--- config.mk ---
export PLATFORM = sky130hd
export DESIGN_NAME = bip_tx_reporter
export DESIGN_NICKNAME = d
export VERILOG_FILES = /design/src/rtl/bip_tx_reporter.sv
export SDC_FILE = /design/constraint.sdc
export NUM_CORES = 1
export LEC_CHECK = 0
export ABC_AREA = 1
export CAP_MARGIN = 15
export CORE_ASPECT_RATIO = 1.1
export CORE_UTILIZATION = 64
export DETAILED_ROUTE_END_ITERATION = 6
export PLACE_DENSITY_LB_ADDON = 0.25
export SLEW_MARGIN = 20
export SYNTH_ARGS = -nofsm -noshare
export SYNTH_HDL_FRONTEND = slang
export SYNTH_SLANG_ARGS = --single-unit
export TNS_END_PERCENT = 30
--- constraint.sdc ---
create_clock -name i_clock -period 3.3 [get_ports i_clock]
set_input_delay 0.33 -clock i_clock [delete_from_list [all_inputs] [get_ports i_clock]]
set_output_delay 0.33 -clock i_clock [all_outputs]
set_load 0.01 [all_outputs]
--- src/rtl/bip_tx_reporter.sv ---
// -----------------------------------------------------------------------------
// bip_tx_reporter
//
// Run/report sequencer that sits between the BIP accumulator CPU and the UART
// transmitter. It enables the CPU and counts run cycles until the CPU halts.
// It then latches ACC, PC and the cycle count and streams a 9-byte frame
// through the UART start/done handshake:
//   HEADER, ACC[15:8], ACC[7:0], PC[15:8], PC[7:0],
//   CNT[31:24], CNT[23:16], CNT[15:8], CNT[7:0]
// When the frame is complete the block idles in DONE. A restart pulse runs
// the CPU again.
//
// Ports:
//   i_clock    - system clock, rising edge
//   i_reset    - asynchronous reset, active-low
//   i_halt     - CPU halt flag (level), sampled only in RUN
//   i_acc      - CPU accumulator
//   i_pc       - CPU program counter (zero-extended to 16 bits in the frame)
//   i_restart  - one-cycle pulse, reruns the CPU (honoured only in DONE)
//   i_tx_done  - one-cycle pulse from UART tx (honoured only in WAIT)
//   o_cpu_en   - CPU clock enable
//   o_tx_start - one-cycle pulse, UART loads o_tx_data
//   o_tx_data  - byte to transmit (held between starts)
//   o_busy     - frame transmission in progress
//   o_done     - frame sent, idle
//   o_error    - UART timeout abort occurred (sticky until restart/reset)
// -----------------------------------------------------------------------------
module bip_tx_reporter #(
  parameter int unsigned BITS        = 16,
  parameter int unsigned ADDR_LENGTH = 11,
  parameter int unsigned CNT_BITS    = 32,
  parameter int unsigned TIMEOUT     = 20000,
  parameter logic [7:0]  HEADER      = 8'hA5
) (
  input  logic                   i_clock,
  input  logic                   i_reset,
  input  logic                   i_halt,
  input  logic [BITS-1:0]        i_acc,
  input  logic [ADDR_LENGTH-1:0] i_pc,
  input  logic                   i_restart,
  input  logic                   i_tx_done,
  output logic                   o_cpu_en,
  output logic                   o_tx_start,
  output logic [7:0]             o_tx_data,
  output logic                   o_busy,
  output logic                   o_done,
  output logic                   o_error
);

  localparam int unsigned TMO_W = $clog2(TIMEOUT + 1);

  typedef enum logic [2:0] {
    RUN_WAIT,
    RUN,
    SEND,
    WAIT,
    DONE
  } state_t;

  state_t            state_q, state_d;
  logic [CNT_BITS-1:0] cnt_q, cnt_d;
  logic [3:0]        idx_q, idx_d;
  logic [TMO_W-1:0]  tmo_q, tmo_d;
  logic [15:0]       acc_lat_q, acc_lat_d;
  logic [15:0]       pc_lat_q, pc_lat_d;
  logic [31:0]       cnt_lat_q, cnt_lat_d;
  logic              cpu_en_q, cpu_en_d;
  logic              tx_start_q, tx_start_d;
  logic [7:0]        tx_data_q, tx_data_d;
  logic              busy_q, busy_d;
  logic              done_q, done_d;
  logic              error_q, error_d;
  logic [7:0]        frame_byte;

  // Next-state and datapath logic
  always_comb begin
    state_d   = state_q;
    cnt_d     = cnt_q;
    idx_d     = idx_q;
    tmo_d     = tmo_q;
    acc_lat_d = acc_lat_q;
    pc_lat_d  = pc_lat_q;
    cnt_lat_d = cnt_lat_q;
    error_d   = error_q;

    case (state_q)
      RUN_WAIT: state_d = RUN;

      RUN: begin
        if (i_halt) begin
          // The halt cycle itself is not counted.
          acc_lat_d = 16'(i_acc);
          pc_lat_d  = 16'(i_pc);
          cnt_lat_d = 32'(cnt_q);
          idx_d     = '0;
          state_d   = SEND;
        end else if (cnt_q != '1) begin
          cnt_d = cnt_q + CNT_BITS'(1);
        end
      end

      SEND: begin
        tmo_d   = '0;
        state_d = WAIT;
      end

      WAIT: begin
        if (i_tx_done) begin
          if (idx_q == 4'd8) begin
            state_d = DONE;
          end else begin
            idx_d   = idx_q + 4'd1;
            state_d = SEND;
          end
        end else if (tmo_q == TMO_W'(TIMEOUT)) begin
          error_d = 1'b1;
          state_d = DONE;
        end else begin
          tmo_d = tmo_q + TMO_W'(1);
        end
      end

      DONE: begin
        if (i_restart) begin
          cnt_d   = '0;
          error_d = 1'b0;
          state_d = RUN;
        end
      end

      default: state_d = RUN_WAIT;
    endcase
  end

  // Frame byte selected from the next-cycle index and latches so that the
  // first byte can be loaded on the same edge that leaves RUN.
  always_comb begin
    case (idx_d)
      4'd0:    frame_byte = HEADER;
      4'd1:    frame_byte = acc_lat_d[15:8];
      4'd2:    frame_byte = acc_lat_d[7:0];
      4'd3:    frame_byte = pc_lat_d[15:8];
      4'd4:    frame_byte = pc_lat_d[7:0];
      4'd5:    frame_byte = cnt_lat_d[31:24];
      4'd6:    frame_byte = cnt_lat_d[23:16];
      4'd7:    frame_byte = cnt_lat_d[15:8];
      4'd8:    frame_byte = cnt_lat_d[7:0];
      default: frame_byte = '0;
    endcase
  end

  // Registered outputs are decoded from the next state.
  always_comb begin
    cpu_en_d   = (state_d == RUN);
    tx_start_d = (state_d == SEND);
    tx_data_d  = (state_d == SEND) ? frame_byte : tx_data_q;
    busy_d     = (state_d == SEND) || (state_d == WAIT);
    done_d     = (state_d == DONE);
  end

  always_ff @(posedge i_clock or negedge i_reset) begin
    if (!i_reset) begin
      state_q    <= RUN_WAIT;
      cnt_q      <= '0;
      idx_q      <= '0;
      tmo_q      <= '0;
      acc_lat_q  <= '0;
      pc_lat_q   <= '0;
      cnt_lat_q  <= '0;
      cpu_en_q   <= 1'b0;
      tx_start_q <= 1'b0;
      tx_data_q  <= '0;
      busy_q     <= 1'b0;
      done_q     <= 1'b0;
      error_q    <= 1'b0;
    end else begin
      state_q    <= state_d;
      cnt_q      <= cnt_d;
      idx_q      <= idx_d;
      tmo_q      <= tmo_d;
      acc_lat_q  <= acc_lat_d;
      pc_lat_q   <= pc_lat_d;
      cnt_lat_q  <= cnt_lat_d;
      cpu_en_q   <= cpu_en_d;
      tx_start_q <= tx_start_d;
      tx_data_q  <= tx_data_d;
      busy_q     <= busy_d;
      done_q     <= done_d;
      error_q    <= error_d;
    end
  end

  assign o_cpu_en   = cpu_en_q;
  assign o_tx_start = tx_start_q;
  assign o_tx_data  = tx_data_q;
  assign o_busy     = busy_q;
  assign o_done     = done_q;
  assign o_error    = error_q;

endmodule
==> results.cfg <==
[status]
outcome = finished clean

[floorplan]
core_um2 = 11000
die_w_um = 103
die_y_um = 113
row_count = 40
io_pins = 45
die_area_um2 = 11700
initial_utilization_pct = 65.7

[yosys]
synth_area_um2 = 7200
yosys.area.top_type_share_pct = 45.5
syn_inst = 989
ys_seq_area_share_pct = 45.5
synth.most_common_cell = nand2_1
post-synth-top-area-cell = dfrtp_1
async_reset_ff_share_pct = 100
postSynthNetCount = 1026
yosys_register_bits = 131
yosys_warnings = 0
synth_area_per_cell_um2 = 7.28
yosys-top-cells-area = dfrtp_1 (46%), nand2_1 (19%), inv_1 (5.3%)
synth-edff-count = 0
yosys-top-cells-count = nand2_1 (367), dfrtp_1 (131), inv_1 (101)
synth.distinct_cells = 39
synth_flop_cell = dfrtp_1

[setup_path]
crit_slowest_cell = dfrtp_1
worst_setup_path_end_kind = register
crit_buf_inv = 4
crit_family = simple AND/OR/NAND/NOR gates
cp_common_cell = nand2_1
required_ns = 3.62
cp.arrival_ns = 2.90
crit_path_start_kind = register
crit_path_max_incr_delay_ns = 0.46
path_max_fanout = 84
crit_path_cell_trace = inv_2 > nand2_2 > nor2_2 > nand2_2 > inv_2 > buf_12 > nand2_1 > o21ai_0 > inv_1 > nand3_1 > nand2_1 > nor2_1 > nand3_1 > nand2_1 > nand2_1
critical_path_class = register to register

[final_layout]
seq_area_um2 = 3280
num_antenna_cells = 0
layout-drive-gt1-share_pct = 7.66
nets = 1069
multiInputGateArea_um2 = 3330
nFillCells = 812
synthToLayoutAreaGrowth_pct = 15.4

[placement]
dp_hpwl_mm = 12.4
place.port_buffers = 44
gp_congestion = 0.931

[clock_network]
clock-root-buffer = clkbuf_16
htreeDepth = 4
cts_tree = built
postCtsSetupRepairBufs = 0
cts_made_buffers = 17
cts_resized = 0
cts_sinks = 131
clk_latency_ns = 0.43
path_clk_slew_ns = 0.06
clock_path_buffers = 2

[sta]
worstMarginPinSlew_ns = 0.751
fin_crit_ns = 2.58
finalClockSkew_ns = 0.00733
hold_viol = 0
drv_slew = 0
tns_ns = 0
rsz0062_at_grt = false
period_share_pct = 78.2
finalSetupViolations = 0
max-slew-margin-rel_pct = 49.9
fmax_mhz = 388

[detailed_routing]
m1WireLength_mm = 7.37
ant_nets = 0
drt-total-wl_mm = 17.3
num_vias = 6448
met2_length_mm = 8.18
highest_layer = met4
wl_per_cell_um = 14.5
viasPerCell = 5.41
drc = 0
drt_iter0_drc = 444
met3WireLength_mm = 1.01
dr.pass1.iters = 6

[global_routing]
grt_pass1_vias = 6110
grt_overflow = 0
grt_pass1_wl_mm = 28.8
grt_util_all_layers_pct = 32.7
grt_max_degree = 85
antenna_found_initial = 0

[job]
maxCapViolCount = 0

[pwr]
p_per_area_nw_per_um2 = 787
p_leak_nw = 4.14
power_mw = 6.54
peakVddDrop_mv = 0.630

[min_path]
hp-class = primary input to register
per-stage QoR:
stage / utilization, % / hold slack (ns) / instance area [um^2] / std cells / setup WS [ns]
2_1_floorplan: - / 0.0344 / 7200 / 989 / 1.38
4_1_cts: 75.8 / 0.458 / 8310 / 1192 / 0.765
3_5_place_dp: 70.6 / 0.427 / 7740 / 1159 / 0.484
6_report: 75.8 / 0.460 / 8310 / 1192 / 0.721
5_1_grt: 75.8 / 0.478 / 8310 / 1192 / 0.560
3_3_place_gp: 70.6 / 0.424 / 7740 / 1159 / 0.525
final timing paths:
path	from	end	slack, ns	depth (start not counted)
hold / removal	i_acc[7]	acc_lat_q[7]	0.46	3
setup / recovery	state_q[2]	o_tx_data[5]	0.72	15
max in group asynchronous	i_reset	cnt_q[23]	1.95	3
hold reg to reg	o_tx_data[7]	o_tx_data[7]	0.48	2
min in group asynchronous	i_reset	tmo_q[2]	0.49	2
setup reg to reg	state_q[2]	o_tx_data[5]	0.72	15
cell families after synthesis:
family | share of synthesized area (%)
AND/OR/NAND/NOR | 36.2
AO/OA/AOI/OAI | 5.06
XOR/XNOR | 4.01
flip-flops | 45.5
buffers and inverters | 8.32
adder cells (fa/ha/maj) | 0.869
repair_timing:
action                                  4_1_cts  5_1_grt
hold buffers                                  1        0
endpoints found under the setup margin        0        0
endpoints found under the hold margin         9        0
power by group:
part           switching, mW  leakage [nW]  internal [mW]
sequential             0.198          1.71           2.06
combinational           1.71          2.16          0.756
clock                  0.756         0.270           1.06
total                   2.67          4.14           3.87
sequential cells by signal, indices dropped and copies added (netlist names):
signal / count
state_q: 3
pc_lat_q: 16
o_done: 1
tmo_q: 15
cnt_lat_q: 32
o_error: 1
o_cpu_en: 1
cnt_q: 32
acc_lat_q: 16
o_tx_start: 1
idx_q: 4
o_tx_data: 8
o_busy: 1
per-layer routing:
layer	GRT usage (%)	vias to the layer above
met2	50.6	254
met3	7.41	58
met5	0	-
met1	42.6	2935
li1	-	3201
met4	17.4	0
cell type report:
class / count / area share, %
multi-input combinational: 716 / 40.0
sequential: 131 / 39.4
timing repair buffer: 56 / 6.53
clock buffer: 18 / 5.28
inverter: 110 / 4.97
tap: 147 / 2.21
clock inverter: 14 / 1.54
worst register-to-register path: stages (launching register included):
cell	delay [ns]
dfrtp_1	0.46
inv_2	0.12
nand2_2	0.08
nor2_2	0.14
nand2_2	0.24
inv_2	0.15
buf_12	0.30
nand2_1	0.12
o21ai_0	0.10
inv_1	0.09
nand3_1	0.09
nand2_1	0.06
nor2_1	0.20
nand3_1	0.18
nand2_1	0.10
nand2_1	0.05
cell usage in the layout (no fill, tap or decap), types with 17 or more instances in the layout:
| cell type | Yosys | routed |
|---|---|---|
| nand2_1 | 367 | 367 |
| dfrtp_1 | 131 | 131 |
| inv_1 | 101 | 101 |
| nor2_1 | 99 | 99 |
| nand3_1 | 72 | 72 |
| clkdlybuf4s50_1 | 0 | 43 |
| xor2_1 | 29 | 29 |
| o21ai_0 | 27 | 27 |
| nor3_1 | 27 | 26 |
| clkbuf_16 | 0 | 17 |
(Power assumes the default switching activity.)
